[src/rtl/rc4_ksa_shuffle.sv]
// RC4 key-scheduling shuffle.
// Walks i over 0..255 and accumulates j = j + S[i] + key[i mod KEY_BYTES].
// On each step it swaps S[i] and S[j] through the working-memory arbiter.
// The S memory has a synchronous read with latency 1. Every read therefore
// uses an address cycle followed by a capture cycle, and one iteration takes
// seven cycles: RD_I, GET_I, RD_J, GET_J, WR_I, WR_J, NEXT.
module rc4_ksa_shuffle #(
  parameter int KEY_BYTES = 3
) (
  input  logic                   clk,
  input  logic                   reset,
  input  logic                   start,
  input  logic [8*KEY_BYTES-1:0] secret_key,
  input  logic [7:0]             q_s,
  output logic [7:0]             address,
  output logic [7:0]             data,
  output logic                   wren,
  output logic [1:0]             mem_sel,
  output logic                   busy,
  output logic                   done
);

  // Key index counter width; at least one bit even for a single-byte key.
  localparam int K_W = (KEY_BYTES > 1) ? $clog2(KEY_BYTES) : 1;
  localparam logic [K_W-1:0] K_LAST = K_W'(KEY_BYTES - 1);

  typedef enum logic [3:0] {
    IDLE,
    RD_I,
    GET_I,
    RD_J,
    GET_J,
    WR_I,
    WR_J,
    NEXT,
    DONE
  } state_t;

  state_t                   state, state_next;
  logic [7:0]               i, j, si, sj;
  logic [K_W-1:0]           k;
  logic [8*KEY_BYTES-1:0]   key_reg;
  logic [7:0]               key_byte;

  // The arbiter routes shuffle requests to the working S memory only.
  assign mem_sel = 2'b01;

  // Select key byte k from the captured key; byte 0 is the most significant byte.
  always_comb begin
    // NOTE: every signal assigned in a combinational block gets a default
    // first, so no path leaves it unassigned and no latch is inferred.
    key_byte = '0;
    for (int n = 0; n < KEY_BYTES; n++) begin
      if (k == K_W'(n)) key_byte = key_reg[8*(KEY_BYTES-n)-1 -: 8];
    end
  end

  // State register; reset aborts any run in progress.
  always_ff @(posedge clk or posedge reset) begin
    // NOTE: clocked state uses non-blocking assignments, so every register
    // samples values from before the edge, whatever order the statements are in.
    if (reset) state <= IDLE;
    else       state <= state_next;
  end

  // Next-state sequencing of the seven-cycle iteration and the done handshake.
  always_comb begin
    state_next = state;
    unique case (state)
      IDLE:    if (start) state_next = RD_I;
      RD_I:    state_next = GET_I;
      GET_I:   state_next = RD_J;
      RD_J:    state_next = GET_J;
      GET_J:   state_next = WR_I;
      WR_I:    state_next = WR_J;
      WR_J:    state_next = NEXT;
      NEXT:    state_next = (i == 8'hFF) ? DONE : RD_I;
      DONE:    if (!start) state_next = IDLE;
      default: state_next = IDLE;
    endcase
  end

  // Datapath registers: index counters, captured S values and the key copy.
  always_ff @(posedge clk or posedge reset) begin
    if (reset) begin
      i       <= '0;
      j       <= '0;
      k       <= '0;
      si      <= '0;
      sj      <= '0;
      key_reg <= '0;
    end else begin
      unique case (state)
        IDLE: begin
          if (start) begin
            key_reg <= secret_key;
            i       <= '0;
            j       <= '0;
            k       <= '0;
          end
        end
        GET_I: begin
          si <= q_s;
          // 8-bit wrap is intended: the sum is taken mod 256.
          j  <= j + q_s + key_byte;
        end
        GET_J: begin
          sj <= q_s;
        end
        NEXT: begin
          // i is not advanced past 255; the exit test ends the run instead.
          if (i != 8'hFF) begin
            i <= i + 8'd1;
            k <= (k == K_LAST) ? '0 : k + K_W'(1);
          end
        end
        default: ;
      endcase
    end
  end

  // Memory request and status outputs, decoded from the state and the registered indices.
  always_comb begin
    address = '0;
    data    = '0;
    wren    = 1'b0;
    busy    = 1'b1;
    done    = 1'b0;
    unique case (state)
      IDLE:  busy = 1'b0;
      RD_I:  address = i;
      GET_I: address = i;
      RD_J:  address = j;
      GET_J: address = j;
      WR_I: begin
        // When i == j the two writes land on the same address with the same value.
        address = i;
        data    = sj;
        wren    = 1'b1;
      end
      WR_J: begin
        address = j;
        data    = si;
        wren    = 1'b1;
      end
      NEXT:  ;
      DONE: begin
        busy = 1'b0;
        done = 1'b1;
      end
      default: busy = 1'b0;
    endcase
  end

endmodule

[config.mk]
export PLATFORM = sky130hd
export DESIGN_NAME = rc4_ksa_shuffle
export DESIGN_NICKNAME = d
export VERILOG_FILES = /design/src/rtl/rc4_ksa_shuffle.sv
export SDC_FILE = /design/constraint.sdc
export NUM_CORES = 1
export LEC_CHECK = 0
export ABC_CLOCK_PERIOD_IN_PS = 3300
export CAP_MARGIN = 15
export CORE_MARGIN = 5
export CORE_UTILIZATION = 50
export CTS_BUF_LIST = sky130_fd_sc_hd__clkbuf_16
export DETAILED_ROUTE_END_ITERATION = 7
export PLACE_DENSITY = 0.88
export SKIP_LAST_GASP = 1
export SLEW_MARGIN = 10
export SYNTH_ARGS = -nofsm -noshare
export SYNTH_HDL_FRONTEND = slang
export SYNTH_SLANG_ARGS = --single-unit
[constraint.sdc]
create_clock -name clk -period 3.3 [get_ports clk]
set_input_delay 0.33 -clock clk [delete_from_list [all_inputs] [get_ports clk]]
set_output_delay 0.33 -clock clk [all_outputs]
set_load 0.03 [all_outputs]
==> flow_summary.yaml, run 1 <==
grt:
  grt_pass1_wl_um: 12840
  track_usage: 0.1934
  first_global_vias: 2665
  grt_start_max_net_pins: 34
  grt_overflow: 0
  antenna_found_initial: 0
timing:
  rsz0062_at_grt: "false"
  hold_viol: 0
  final.setup_skew_ps: 6.807
  setup_violations: 0
  tightest_slew_ps: 1020
  finalCriticalPeriod_ps: 2921
  slew_violations: 0
  holdWs_ps: 423.5
  finalSetupTns_ps: 0
  finalCritPeriodShare: 0.8853
  fin_ws_ps: 378.6
  timing.fmax_mhz: 342.3
  slew-limit-headroom: 0.3179
route:
  drt_iter0_drc: 98
  routed_wl_um: 7674
  first_pass_iters: 4
  avgRoutedWirePerCell_um: 16.05
  drc: 0
  antenna_left: 0
  dr_total_vias: 2637
  vias_per_cell: 5.517
logic_synthesis:
  synth.distinct_cells: 43
  yosysSeqAreaShare: 0.4622
  yosysWarnings: 0
  syn_inst: 346
  synth_top_flop_cell: "dfrtp_1"
  synth_top_cell_by_area: "dfrtp_1"
  ys_top_cells_by_count: "nand2_1, dfrtp_1, nor2_1"
  synth_top_area_frac: 0.4622
  synth-edff-count: 0
  synth_seq_cells: 62
  syn_area_mm2: 0.003357
  synth_nets: 396
  synthArstFlopShare: 1.000
  syn_avg_cell_area_um2: 9.702
  yosysMostFrequentCell: "nand2_1"
  synthTopCellsByArea: "dfrtp_1, nand2_1, mux2_2"
floorplanning:
  start_util: 0.5198
  dieWidth_um: 91.94
  dieArea_mm2: 0.008453
  core_mm2: 0.006459
  rows: 29
  dieHeight_um: 91.94
  ios: 56
placement:
  port_buffers: 53
  place_congestion: 0.8926
  placedInstanceArea_mm2: 0.003925
  place_hpwl_um: 5646
  dp_slack_ps: 334.4
setup_path:
  cp_slowest_cell: "clkdlybuf4s50_1"
  cpPeakStageDelay_ps: 680
  cpLargestDelayFamily: "buffers and inverters"
  crit_buf_inv: 1
  worstPathMaxFanout: 12
  critPathArrivalTime_ps: 2590
  end_kind: "primary output"
  crit_chain: "nand2_1 > mux2i_1 > a22oi_1 > nor2_1 > clkdlybuf4s50_1"
  crit_type: "flip-flop to primary output"
  start_kind: "flip-flop"
  required_ps: 2970
power_and_ir_drop:
  power.leakage_uw: 0.001949
  power.total_uw: 4804
  ir_drop_mv: 0.5071
  p_per_area_mw_per_mm2: 1127
cells_and_area:
  largest_reg_flops: 24
  final_area_mm2: 0.004264
  layout-drive-gt1-share: 0.1047
  diodes: 0
  syn_to_final_growth_pct: 27.02
  finalNetCount: 446
clocking:
  cts_root_buf: "clkbuf_16"
  post-cts-setup-buffer-count: 0
  cts_max_level: 3
  clockBufferDepth: 2
  cts_hold_buf: 0
  cts_resized: 0
  clock_latency_ps: 330
  cts.sinks: 62
  cts_buffers: 9
  cts_tree: "done"
  cts.reportedPaths.clkPinSlew_ps: 50
hold_path:
  hp-class: "input port to asynchronous set/reset pin"
status:
  run_status: "finished, final reports clean"
job:
  maxCapViolations: 0
[cells by family after synthesis]
family | count (synthesis) | synth area share
buffers and inverters | 28 | 0.03876
AO/OA/AOI/OAI | 46 | 0.1018
other | 2 | 0.002237
AND/OR/NAND/NOR | 152 | 0.1979
multiplexers | 27 | 0.08684
flip-flops | 62 | 0.4622
XOR/XNOR | 14 | 0.03652
adder cells (fa/ha/maj) | 15 | 0.07380
[power breakdown]
part / leakage, uW / internal, uW / total, uW / switching, uW
Sequential: 0.000778 / 1100 / 1410 / 301
Clock: 0.000164 / 732 / 1060 / 332
Combinational: 0.00101 / 1060 / 2330 / 1270
Total: 0.00195 / 2900 / 4800 / 1910
[through the flow]
step | util | cells
2_1_floorplan | - | 346
3_3_place_gp | 0.6077 | 462
3_5_place_dp | 0.6077 | 462
4_1_cts | 0.6602 | 478
5_1_grt | 0.6602 | 478
6_report | 0.6602 | 478
[final timing paths]
| check | slack (ps) | endpoint | from | depth (start not counted) |
|---|---|---|---|---|
| worst max-delay path | 380 | address[4] | state[0] | 5 |
| worst min-delay path | 420 | key_reg[13] | reset | 2 |
| worst max register to register | 400 | j[7] | k[0] | 13 |
| worst min register to register | 480 | key_reg[8] | key_reg[8] | 2 |
| max in group asynchronous | 2140 | key_reg[3] | reset | 3 |
| min in group clk | 480 | key_reg[8] | key_reg[8] | 2 |
[metal layers]
metal,global-route usage,up-vias,share of wire
li1,-,1250,-
met1,0.2441,1291,0.42
met2,0.3187,85,0.50
met3,0.06056,11,0.060
met4,0.06064,0,0.014
met5,0,-,0
[worst register-to-register path: stages, from the launching register on]
cell       delay, ps
dfrtp_1          420
nor2b_1          290
nand2_1           80
o21ai_0          160
fa_1             490
ha_1             230
inv_1             70
fa_1             210
nor2b_1           70
o2111ai_1        170
nand4b_1         130
xnor2_1          160
nand2_1          110
mux2i_1          170
[cell type report]
class | instances | area, um2
fillers | 502 | 2195
clock inverters | 7 | 113.9
well taps | 77 | 96.34
flip-flops and latches | 62 | 1551
repair buffers | 58 | 568.0
clock buffers | 9 | 225.2
multi-input cells | 256 | 1675
inverters | 9 | 33.78
[placed cells by master, fill, tap and decap left out, types with 3 or more instances in the layout]
cell,synthesis,routed
a22o_1,8,8
dfrtp_1,62,62
ha_1,7,7
xnor2_1,10,10
and2_1,4,4
inv_1,9,9
bufinv_16,0,3
nor2_1,33,33
nor2b_1,4,4
clkbuf_16,0,9
mux2i_1,10,10
a21oi_1,5,5
a22oi_1,16,16
nand2b_1,3,3
clkdlybuf4s50_1,0,53
buf_4,2,5
mux2_2,17,17
fa_1,8,8
o21ai_0,9,9
nand2_1,94,94
xor2_1,4,4
(Power assumes the default switching activity.)
==> run 2: changes to the inputs <==
Settings changed: SLEW_MARGIN 10 to 40.
==> flow_summary.yaml, run 2 (synthesized netlist as in run 1, its figures left out) <==
status:
  run_status: "finished, final reports clean"
clocking:
  post-cts-setup-buffer-count: 0
  cts_resized: 0
  cts_buffers: 9
  cts.sinks: 62
  cts_tree: "done"
  cts_root_buf: "clkbuf_16"
  clock_latency_ps: 320
  cts.reportedPaths.clkPinSlew_ps: 50
  cts_max_level: 3
  clockBufferDepth: 2
  cts_hold_buf: 0
route:
  routed_wl_um: 7669
  avgRoutedWirePerCell_um: 16.08
  first_pass_iters: 4
  drc: 0
  drt_iter0_drc: 163
  vias_per_cell: 5.497
  dr_total_vias: 2622
  antenna_left: 0
cells_and_area:
  layoutNonFillerInstCount: 477
  syn_to_final_growth_pct: 24.56
  finalNetCount: 447
  fillerInstances: 526
  final_common_cell: "nand2_1"
  layout_common_cells: "nand2_1, dfrtp_1, clkdlybuf4s50_1, nor2_1, mux2_2"
  diodes: 0
  layout-drive-gt1-share: 0.09750
  largest_reg_flops: 24
placement:
  port_buffers: 53
  place_congestion: 0.8926
  place_hpwl_um: 5668
  dp_cells: 463
power_and_ir_drop:
  ir_drop_mv: 0.4366
  p_per_area_mw_per_mm2: 1083
  power.leakage_uw: 0.001915
setup_path:
  required_ps: 3540
  start_kind: "flip-flop"
  r2r-start: "k[0]"
  cpPeakStageDelay_ps: 500
  end_kind: "flip-flop"
  crit_buf_inv: 1
  cpLargestDelayFamily: "adder cells"
  critPathArrivalTime_ps: 3160
  crit_start: "k[0]"
  crit_chain: "nor2b_1 > nand2_1 > o21ai_0 > fa_1 > ha_1 > inv_1 > fa_1 > nor2b_1 > o2111ai_1 > nand4b_1 > xnor2_1 > nand2_1 > mux2i_1"
  cp_slowest_cell: "fa_1"
  worstPathMaxFanout: 5
  crit_type: "flip-flop to flip-flop"
timing:
  hold_viol: 0
  finalCriticalPeriod_ps: 2925
  rsz0062_at_grt: "false"
  slew-limit-headroom: 0.4941
  finalCritPeriodShare: 0.8864
  slew_violations: 0
  finalSetupTns_ps: 0
  timing.fmax_mhz: 341.9
  setup_violations: 0
  tightest_slew_ps: 758.1
  final.setup_skew_ps: 4.189
floorplanning:
  rows: 29
  dieHeight_um: 91.94
  start_util: 0.5198
  ios: 56
  dieWidth_um: 91.94
  dieArea_mm2: 0.008453
  core_mm2: 0.006459
grt:
  track_usage: 0.1898
  grt_overflow: 0
  antenna_found_initial: 0
  first_global_vias: 2659
  grt_start_max_net_pins: 34
  grt_pass1_wl_um: 12620
job:
  maxCapViolations: 0
hold_path:
  hp-class: "input port to asynchronous set/reset pin"
[run 2: cell types whose count changed in the layout (fill, tap and decap cells not counted)]
| cell | delta |
|---|---|
| clkinvlp_4 | -1 |
| clkinv_2 | +1 |
| clkinv_1 | +2 |
| clkinv_4 | -1 |
| buf_6 | +1 |
| bufinv_16 | -3 |
[run 2: worst paths after layout]
kind / endpoint / slack (ps) / cells past startpoint
max: j[7] / 380 / 13
min: key_reg[20] / 450 / 2
max reg2reg: j[7] / 380 / 13
min reg2reg: key_reg[8] / 470 / 2
max in group asynchronous: si[1] / 2130 / 3
min in group clk: key_reg[8] / 470 / 2
[run 2: area by class of cell]
type                            instances  area (um2)  share of cell area
Multi-Input combinational cell        256        1675              0.4007
Sequential cell                        62        1551              0.3710
Timing Repair Buffer                   59       579.3              0.1385
Clock buffer                            9       225.2             0.05386
Tap cell                               77       96.34             0.02304
Inverter                                9       33.78            0.008079
Clock inverter                          5       20.02            0.004788
[run 2: metal layers]
metal | vias to the layer above | track usage | share of wire
met1 | 1268 | 0.2413 | 0.43
li1 | 1249 | - | -
met4 | 0 | 0.08787 | 0.025
met5 | - | 0 | 0
met3 | 24 | 0.04419 | 0.052
met2 | 81 | 0.3084 | 0.49
[run 2: power by group]
part           internal, uW  switching (uW)
clock                   485             297
combinational          1070            1270
sequential             1110             302
[run 2: stage by stage]
step	total power [uW]	hold WS, ps	setup WS [ps]	util	instance area (um2)
2_1_floorplan	3070	435.4	378.1	-	3357
3_5_place_dp	3734	462.7	344.4	0.6095	3936
4_1_cts	4550	461.1	382.1	0.6474	4182
6_report	4528	445.6	375.0	0.6474	4182
3_3_place_gp	3599	460.1	468.0	0.6077	3925
5_1_grt	4836	480.3	223.6	0.6474	4182
==> run 3: changes to the inputs <==
Settings changed: CORE_MARGIN 5 to unset.
==> flow_summary.yaml, run 3 (synthesized netlist as in run 1, its figures left out) <==
timing:
  timing.fmax_mhz: 329.7
  finalSetupTns_ps: 0
  setup_violations: 0
  tightest_slew_ps: 717.3
  finalCritPeriodShare: 0.9191
  slew_violations: 0
  finalCriticalPeriod_ps: 3033
  slew-limit-headroom: 0.5192
  final.setup_skew_ps: 4.422
  fin_ws_ps: 267.1
  hold_viol: 0
  rsz0062_at_grt: "false"
clocking:
  cts.sinks: 62
  cts_hold_buf: 0
  clock_latency_ps: 330
  post-cts-setup-buffer-count: 0
  cts.reportedPaths.clkPinSlew_ps: 50
  cts_max_level: 3
  cts_resized: 0
  cts_tree: "done"
  cts_buffers: 9
  cts_root_buf: "clkbuf_16"
  clockBufferDepth: 2
route:
  drc: 10
  first_pass_iters: 7
  antenna_left: 0
  dr_total_vias: 2634
  avgRoutedWirePerCell_um: 15.43
  routed_wl_um: 7391
  drt_iter0_drc: 144
  vias_per_cell: 5.499
floorplanning:
  rows: 29
  dieHeight_um: 83.94
  ios: 56
  core_mm2: 0.006422
  dieArea_mm2: 0.007046
  dieWidth_um: 83.94
  start_util: 0.5227
grt:
  track_usage: 0.2330
  first_global_vias: 2601
  use_met1: 0.2939
  grt_overflow: 0
  gr-usage-met2: 0.3845
  busiest_layer: "met2"
  grt_pass1_wl_um: 12700
  antenna_found_initial: 0
  grt_start_max_net_pins: 63
  met3_usage: 0.05638
cells_and_area:
  layout_common_cells: "nand2_1, dfrtp_1, clkdlybuf4s50_1, nor2_1, mux2_2"
  finalNetCount: 447
  fillerInstances: 512
  diodes: 0
  syn_to_final_growth_pct: 25.61
  largest_reg_flops: 24
  final_area_mm2: 0.004217
  layoutNonFillerInstCount: 479
  final-seq-area_mm2: 0.001551
  multi_input_area_mm2: 0.001675
  final_common_cell: "nand2_1"
  layout-drive-gt1-share: 0.1020
setup_path:
  critPathArrivalTime_ps: 3250
  crit_type: "flip-flop to flip-flop"
  start_kind: "flip-flop"
  regToRegSetupSlack_ps: 270
  reg2reg_to: "j[6]"
  end_kind: "flip-flop"
  required_ps: 3520
  r2r_cells: 11
  worstPathMaxFanout: 7
  r2r-start: "k[0]"
status:
  violations: "design-rule violations"
  run_status: "finished with violations"
power_and_ir_drop:
  power.leakage_uw: 0.001930
  p_per_area_mw_per_mm2: 1100
  ir_drop_mv: 0.5444
placement:
  place_congestion: 0.8291
  placedInstanceArea_mm2: 0.003933
  dp_slack_ps: 347.7
  port_buffers: 53
  place_hpwl_um: 5389
  dp_cells: 463
job:
  maxCapViolations: 0
hold_path:
  hp-class: "input port to asynchronous set/reset pin"
## run 3: worst max-delay path by stage
| stage | startpoint | to | slack [ps] | depth (start not counted) |
|---|---|---|---|---|
| 2_1_floorplan | k[0] | j[7] | 380 | 13 |
| 3_3_place_gp | q_s[1] | j[7] | 490 | 11 |
| 3_5_place_dp | k[0] | j[7] | 350 | 13 |
| 4_1_cts | k[0] | j[6] | 260 | 11 |
| 5_1_grt | state[0] | address[5] | 100 | 5 |
| 6_report | k[0] | j[6] | 270 | 11 |
## run 3: critical path: stages (launching register included)
cell	delay, ps
dfrtp_1	490
nor2b_1	330
nand2_1	80
o21ai_0	160
fa_1	520
ha_1	320
a21o_1	180
a21oi_1	240
o21bai_1	110
a21oi_1	210
xnor2_1	100
a22o_1	180
## run 3: area by class of cell
class	instances	share of cell area
inverters	9	0.008012
clock inverters	7	0.01306
flip-flops and latches	62	0.3680
multi-input cells	256	0.3973
clock buffers	9	0.05341
well taps	77	0.02285
repair buffers	59	0.1374
## run 3: metal layers
layer  part of all wire  wire (um)  vias up
met1               0.42       3138     1283
met4              0.015        114        0
li1                   -          -     1253
met3              0.048        358       11
met2               0.51       3780       87
met5                  0          0        -
## run 3: metrics by stage
step                hold slack, ps  total power (uW)  utilization
floorplan                    435.4              3070            -
global placement             460.1              3586       0.6111
detailed placement           463.2              3737       0.6123
CTS                          476.6              4654       0.6560
global route                 489.1              4975       0.6565
finish                       449.9              4639       0.6565
## run 3: where the power goes
group	switching [uW]	leakage [uW]	internal, uW
clock	315	0.000139	570
combinational	1270	0.00101	1070
sequential	312	0.000778	1110
